`src/rtl/qspi_mem_responder_if.sv`:
```
// QSPI bus between the flash/PSRAM controller (master) and the memory responder (slave).
interface qspi_mem_responder_if;
    logic       spi_cs_n;
    logic [3:0] spi_data_in;
    logic [3:0] spi_data_out;
    logic [3:0] spi_data_oe;

    modport master (
        output spi_cs_n,
        output spi_data_in,
        input  spi_data_out,
        input  spi_data_oe
    );

    modport slave (
        input  spi_cs_n,
        input  spi_data_in,
        output spi_data_out,
        output spi_data_oe
    );
endinterface

```
`src/rtl/qspi_mem_responder.sv`:
```
// Synthesizable QSPI flash (EBh) / PSRAM (35h, 0Bh, 02h) target, one beat per clk while selected.
// Optional macro QSPI_RESP_BURST_WRAP_EN: data-phase address wraps inside an aligned PAGE_BYTES block.
module qspi_mem_responder #(
    parameter int IS_ROM     = 0,
    parameter int ADDR_BITS  = 24,
    parameter int MEM_BYTES  = 256,
    parameter int PAGE_BYTES = 32
) (
    input  logic                         clk,
    input  logic                         rst,
    qspi_mem_responder_if.slave          spi,
    input  logic                         load_en,
    input  logic [$clog2(MEM_BYTES)-1:0] load_addr,
    input  logic [7:0]                   load_data,
    output logic                         quad_mode,
    output logic                         cmd_err,
    output logic [15:0]                  txn_count
);
    localparam int AW          = $clog2(MEM_BYTES);
    localparam int ADDR_BEATS  = ADDR_BITS / 4;
    localparam int DUMMY_BEATS = (IS_ROM != 0) ? 6 : 4;

    if (((MEM_BYTES & (MEM_BYTES - 1)) != 0) || (PAGE_BYTES > MEM_BYTES) || (ADDR_BITS < 4))
    begin : g_bad_cfg
        $error("qspi_mem_responder: unsupported parameter combination");
    end

    typedef enum logic [2:0] {
        S_IDLE, S_CMD, S_ADDR, S_DUMMY, S_RDATA, S_WDATA, S_IGNORE
    } state_t;

    state_t        state;
    logic [7:0]    bcnt;
    logic [6:0]    cmd_sr;
    logic [AW-1:0] addr;       // address shifter during ADDR, data pointer afterwards
    logic          nib_lo;     // next data beat is a low nibble
    logic [3:0]    wr_hi;
    logic          is_write;
    logic          active;     // at least one beat seen in this select window

    logic [7:0]    mem [MEM_BYTES];

    logic          cmd_quad;
    logic [7:0]    cmd_next;
    logic          cmd_last;
    logic [AW-1:0] addr_next;
    logic [AW-1:0] addr_inc;
    logic [7:0]    rd_byte;
    logic          mem_we;
    logic [AW-1:0] mem_waddr;
    logic [7:0]    mem_wdata;

`ifdef QSPI_RESP_BURST_WRAP_EN
    localparam logic [AW-1:0] PAGE_MASK = AW'(PAGE_BYTES - 1);
`endif

    // NOTE: every always_comb output gets a default first so no path can infer a latch.
    always_comb begin
        cmd_quad  = (IS_ROM == 0) && quad_mode;
        cmd_next  = cmd_quad ? {cmd_sr[3:0], spi.spi_data_in} : {cmd_sr, spi.spi_data_in[0]};
        cmd_last  = cmd_quad ? (bcnt == 8'd1) : (bcnt == 8'd7);
        addr_next = AW'({addr, spi.spi_data_in});
`ifdef QSPI_RESP_BURST_WRAP_EN
        addr_inc  = (addr & ~PAGE_MASK) | ((addr + AW'(1)) & PAGE_MASK);
`else
        addr_inc  = addr + AW'(1);
`endif
        rd_byte   = mem[addr];

        mem_we    = 1'b0;
        mem_waddr = load_addr;
        mem_wdata = load_data;
        if (!rst && !spi.spi_cs_n && state == S_WDATA && nib_lo) begin
            mem_we    = 1'b1;
            mem_waddr = addr;
            mem_wdata = {wr_hi, spi.spi_data_in};
        end else if (spi.spi_cs_n && load_en) begin
            mem_we    = 1'b1;
        end
    end

    // NOTE: the backing array has no reset so contents survive rst and it can map to RAM.
    always_ff @(posedge clk) begin
        if (mem_we) mem[mem_waddr] <= mem_wdata;
    end

    // NOTE: sequential state uses non-blocking assignments only, so every read sees pre-edge values.
    always_ff @(posedge clk) begin
        if (rst) begin
            state            <= S_IDLE;
            spi.spi_data_out <= 4'h0;
            spi.spi_data_oe  <= 4'h0;
            quad_mode        <= 1'b0;
            cmd_err          <= 1'b0;
            txn_count        <= 16'h0;
            active           <= 1'b0;
            bcnt             <= 8'd0;
            nib_lo           <= 1'b0;
            is_write         <= 1'b0;
        end else if (spi.spi_cs_n) begin
            state           <= S_IDLE;
            spi.spi_data_oe <= 4'h0;
            bcnt            <= 8'd0;
            nib_lo          <= 1'b0;
            if (active) begin
                txn_count <= txn_count + 16'd1;
                active    <= 1'b0;
            end
        end else begin
            active          <= 1'b1;
            spi.spi_data_oe <= 4'h0;
            case (state)
                S_IDLE, S_CMD: begin
                    cmd_sr <= cmd_next[6:0];
                    bcnt   <= bcnt + 8'd1;
                    state  <= S_CMD;
                    if (cmd_last) begin
                        bcnt <= 8'd0;
                        if (IS_ROM != 0) begin
                            is_write <= 1'b0;
                            if (cmd_next == 8'hEB) begin
                                state <= S_ADDR;
                            end else begin
                                cmd_err <= 1'b1;
                                state   <= S_IGNORE;
                            end
                        end else if (!quad_mode) begin
                            if (cmd_next == 8'h35) quad_mode <= 1'b1;
                            else                   cmd_err   <= 1'b1;
                            state <= S_IGNORE;
                        end else begin
                            case (cmd_next)
                                8'h0B: begin is_write <= 1'b0; state <= S_ADDR; end
                                8'h02: begin is_write <= 1'b1; state <= S_ADDR; end
                                default: begin cmd_err <= 1'b1; state <= S_IGNORE; end
                            endcase
                        end
                    end
                end
                S_ADDR: begin
                    addr <= addr_next;
                    bcnt <= bcnt + 8'd1;
                    if (bcnt == 8'(ADDR_BEATS - 1)) begin
                        bcnt   <= 8'd0;
                        nib_lo <= 1'b0;
                        state  <= is_write ? S_WDATA : S_DUMMY;
                    end
                end
                S_DUMMY: begin
                    bcnt <= bcnt + 8'd1;
                    // First high nibble goes out on the edge that ends DUMMY.
                    if (bcnt == 8'(DUMMY_BEATS - 1)) begin
                        bcnt             <= 8'd0;
                        spi.spi_data_out <= rd_byte[7:4];
                        spi.spi_data_oe  <= 4'hF;
                        nib_lo           <= 1'b1;
                        state            <= S_RDATA;
                    end
                end
                S_RDATA: begin
                    spi.spi_data_oe <= 4'hF;
                    if (nib_lo) begin
                        spi.spi_data_out <= rd_byte[3:0];
                        addr             <= addr_inc;
                        nib_lo           <= 1'b0;
                    end else begin
                        spi.spi_data_out <= rd_byte[7:4];
                        nib_lo           <= 1'b1;
                    end
                end
                S_WDATA: begin
                    // Byte commits on its low nibble; a lone high nibble is dropped at deselect.
                    if (!nib_lo) begin
                        wr_hi  <= spi.spi_data_in;
                        nib_lo <= 1'b1;
                    end else begin
                        addr   <= addr_inc;
                        nib_lo <= 1'b0;
                    end
                end
                S_IGNORE: ;
                default: state <= S_IGNORE;
            endcase
        end
    end
endmodule

```
`src/flat_wrapper.sv`:
```
// flat-port wrapper written by rule: the top's interface ports become plain ports
module qspi_mem_responder_flat 
#(
    parameter int IS_ROM     = 0,
    parameter int ADDR_BITS  = 24,
    parameter int MEM_BYTES  = 256,
    parameter int PAGE_BYTES = 32
)
  (clk, rst, load_en, load_addr, load_data, quad_mode, cmd_err, txn_count, spi_spi_cs_n, spi_spi_data_in, spi_spi_data_out, spi_spi_data_oe);
  qspi_mem_responder_if spi_i ();
  input  logic clk;
  input  logic rst;
  input  logic load_en;
  input  logic [$clog2(MEM_BYTES)-1:0] load_addr;
  input  logic [7:0] load_data;
  output logic quad_mode;
  output logic cmd_err;
  output logic [15:0] txn_count;
  input wire logic [$bits(spi_i.spi_cs_n)-1:0] spi_spi_cs_n;
  input wire logic [$bits(spi_i.spi_data_in)-1:0] spi_spi_data_in;
  output wire logic [$bits(spi_i.spi_data_out)-1:0] spi_spi_data_out;
  output wire logic [$bits(spi_i.spi_data_oe)-1:0] spi_spi_data_oe;
  assign spi_i.spi_cs_n = spi_spi_cs_n;
  assign spi_i.spi_data_in = spi_spi_data_in;
  assign spi_spi_data_out = spi_i.spi_data_out;
  assign spi_spi_data_oe = spi_i.spi_data_oe;
  qspi_mem_responder #(.IS_ROM(IS_ROM), .ADDR_BITS(ADDR_BITS), .MEM_BYTES(MEM_BYTES), .PAGE_BYTES(PAGE_BYTES)) u_core (.clk(clk), .rst(rst), .spi(spi_i), .load_en(load_en), .load_addr(load_addr), .load_data(load_data), .quad_mode(quad_mode), .cmd_err(cmd_err), .txn_count(txn_count));
endmodule
```
`config.mk`:
```
export PLATFORM = sky130hd
export DESIGN_NAME = qspi_mem_responder_flat
export DESIGN_NICKNAME = d
export VERILOG_FILES = /design/src/rtl/qspi_mem_responder_if.sv /design/src/rtl/qspi_mem_responder.sv /design/src/flat_wrapper.sv
export SDC_FILE = /design/constraint.sdc
export NUM_CORES = 2
export LEC_CHECK = 0
export BUFFER_PORTS_ARGS = -buffer_cell sky130_fd_sc_hd__buf_2
export CAP_MARGIN = 20
export CELL_PAD_IN_SITES_DETAIL_PLACEMENT = 0
export CELL_PAD_IN_SITES_GLOBAL_PLACEMENT = 1
export CORE_ASPECT_RATIO = 0.5
export CORE_MARGIN = 2
export CORE_UTILIZATION = 38
export CTS_CLUSTER_DIAMETER = 150
export DETAILED_ROUTE_END_ITERATION = 7
export PLACE_DENSITY = 0.59
export SLEW_MARGIN = 20
export SYNTH_ARGS = -nofsm -noshare
export SYNTH_HDL_FRONTEND = slang
export SYNTH_SLANG_ARGS = --single-unit
```
`constraint.sdc`:
```
create_clock -name clk -period 8.7 [get_ports clk]
set_input_delay 1.74 -clock clk [delete_from_list [all_inputs] [get_ports clk]]
set_output_delay 1.74 -clock clk [all_outputs]
set_load 0.05 [all_outputs]
```
==> flow_summary.ini <==
[synth]
ys_types = 73
ys_async_sr_fraction = 0
synth_edf_count = 2067
syn_nets = 4169
synth-seq-cells = 2112
synth.area.top_cells = edfxtp_1 75%, mux4_2 13%, mux2i_1 1.9%, nor2_1 1.4%, dfxtp_1 1.1%
synth_ff_type = edfxtp_1
syn_area_per_cell_um2 = 20.1
netlist_instances = 4141
yosys.area.top_type = edfxtp_1
synth_area_um2 = 83100
yosys_warnings = 0
yosysSeqAreaShare = 0.757
synth_top_area_share = 0.747

[setup_path]
crit_slowest_cell = nand2b_1
worstPathMaxFanout = 41
crit-reg2reg-capture = u_core.mem[114][7]
cp_top_family = simple AND/OR/NAND/NOR gates
cp.arrival_ns = 6.10
reg2reg_from = u_core.state[2]
worstSetupEndpointType = flip-flop
cp-start-kind = input pin
rrSetupSlack_ns = 3.80
max_stage_delay_ns = 0.67
path_buf_inv = 4
rr_worst_depth = 9
path_class = in2reg
required_ns = 9.13
path_cells = buf_2 > or2_2 > inv_1 > nand4_1 > buf_4 > a31oi_1 > or2_2 > nand2b_1 > buf_4 > nor2_1

[global_routing]
antenna_found_initial = 19
grt_max_degree = 114
grt_overflow_total = 0
grt_util_all_layers = 0.229
grt_pass1_vias = 42545
grt_pass1_wl_mm = 353

[floorplan]
fp.dieW_um = 665
num_io_pins = 50
dieArea_um2 = 223000
fp-row-count = 121
start_util = 0.382
core-area_um2 = 218000
fp.dieH_um = 335

[sta]
fin_setup_tns_ns = 0
setup_slack_ns = 3.03
rsz0062_at_grt = false
max_freq_ghz = 0.176
clock_skew_ns = 0.0599
relSlewSlack = 0.162
setup_viol = 0
layout_min_cycle_time_ns = 5.67
tightest_slew_ns = 1.26
fin_crit_sh = 0.652
hold_viol = 0
drv_slew = 0

[final_layout]
stdcell_area_um2 = 93100
layout-drive-gt1-share = 0.224
layout_commonest_cell = edfxtp_1
area_growth_pct = 12.0
mostFrequentLayoutCells = 2,067 x edfxtp_1, 469 x mux4_2, 318 x nor2_1
fin_nets = 4292
post-route-util = 0.428

[clock_network]
cts_tree = built
post-cts-setup-buffers = 0
clock-sinks = 2112
cts_htree_levels = 4
clk_pin_slew_worst_paths_ns = 0.06
cts_resized = 0
cts-root-buf = clkbuf_16
cts_buffers = 201
clk_latency_ns = 0.85
cts_hold_buf = 0
clockBufferDepth = 4

[min_path]
hold_path_depth = 2
hold_start = u_core.cmd_err
holdPathEnd = u_core.cmd_err
hold_class = reg2reg

[placement]
globalplace.congestion = 0.913
placed_cell_area_um2 = 86900
pre_cts_slack_ns = 2.26
port_buffers = 49
hpwl_mm = 162

[power_and_ir_drop]
peakVddDrop_uv = 169
p_leak_nw = 28.8
pwr_density_cell_nw_per_um2 = 215

[detailed_routing]
drtIter0Drc = 6801
drtAntennaViolNets = 0
wl_per_cell_um = 35.2
drtPass1Iterations = 6
drc_errors = 0
vias = 43543
vias_per_cell = 5.95
routed_wl_mm = 258

[run]
maxCapViolCount = 0

[status]
status = finished clean
## worst reg2reg max path: cells and delay by family (launching register included)
| kind | cells | cell delay (ns) |
|---|---|---|
| buf+inv | 2 | 0.84 |
| compound gates | 1 | 0.11 |
| simple gates | 6 | 2.81 |
| flops | 1 | 0.73 |
## synth_stat cells, types with 5 or more instances
library cell / count
a211o_1: 5
a211oi_1: 24
a21oi_1: 47
a221oi_1: 6
a22oi_1: 39
a31oi_1: 26
and2_1: 10
and3_1: 16
buf_1: 18
buf_2: 67
buf_4: 39
buf_6: 23
clkbuf_1: 89
dfxtp_1: 45
edfxtp_1: 2067
inv_1: 19
mux2_2: 34
mux2i_1: 154
mux4_1: 15
mux4_2: 469
nand2_1: 167
nand2b_1: 37
nand3_1: 64
nand3b_1: 6
nand4_1: 20
nor2_1: 320
nor2b_1: 20
nor3_1: 19
nor4_1: 10
o2111ai_1: 5
o211ai_1: 8
o21ai_0: 41
o221ai_1: 27
o22ai_1: 53
o31ai_1: 9
or2_2: 25
xnor2_1: 5
xor2_1: 16
## metrics by stage
| stage | power [mW] | hold slack (ns) | instances |
|---|---|---|---|
| floorplan | 11.5 | 0.458 | 4141 |
| global placement | 11.7 | 0.452 | 6948 |
| detailed placement | 11.7 | 0.460 | 6949 |
| CTS | 20.1 | 0.477 | 7306 |
| global route | 20.5 | 0.508 | 7312 |
| finish | 20.0 | 0.480 | 7317 |
## how the worst max path moves through the flow
stage,start,to,cells after the start
floorplan,rst,u_core.mem[0][0],6
global placement,rst,u_core.mem[114][6],10
detailed placement,rst,u_core.mem[114][0],10
CTS,rst,u_core.mem[114][7],10
global route,rst,u_core.mem[114][7],10
finish,rst,u_core.mem[114][7],10
## power breakdown
| part | internal, mW | leakage (nW) | total, mW | switching (mW) |
|---|---|---|---|---|
| sequential | 11.2 | 18.9 | 11.2 | 0.00778 |
| combinational | 0.0406 | 6.84 | 0.308 | 0.268 |
| clock | 4.72 | 3.03 | 8.50 | 3.78 |
## cells by family (layout without fill, tap and decap cells)
group	Yosys count	count (layout)	share of synthesized area
buf+inv	264	541	0.0173
xor+xnor	21	21	0.00221
flops	2112	2112	0.757
fa+ha+maj	4	4	0.000602
compound gates	330	330	0.0273
mux	672	672	0.155
other cells	0	9	0
simple gates	738	738	0.0402
## state kept, by name (all words and copies together), names as in the netlist, named ones only
register	count
u_core.spi.spi_data_out	4
u_core.active	1
u_core.mem	2048
u_core.is_write	1
u_core.wr_hi	4
u_core.addr	8
u_core.cmd_sr	7
u_core.state	3
u_core.cmd_err	1
u_core.bcnt	8
u_core.nib_lo	1
u_core.txn_count	16
u_core.spi.spi_data_oe	1
u_core.quad_mode	1
## area by class of cell
cell class,count,area [µm²]
Antenna cell,9,22.5
Clock buffer,235,5180
Tap cell,2890,3620
Inverter,22,85.1
Fill cell,18606,124000
Timing Repair Buffer,162,1340
Multi-Input combinational cell,1765,18900
Clock inverter,122,1000
Sequential cell,2112,63000
## layer usage
layer  global-route usage  up-vias  part of all wire  wire (µm)
met5                    0        -           0.00015         38
met4               0.0582        6             0.025       6560
met3               0.0631      355              0.11      27200
met2                0.338     2345              0.44     114000
met1                0.335    23534              0.43     110000
li1                     -    17303                 -          -
Note: power is estimated with default switching activity, not from simulation.
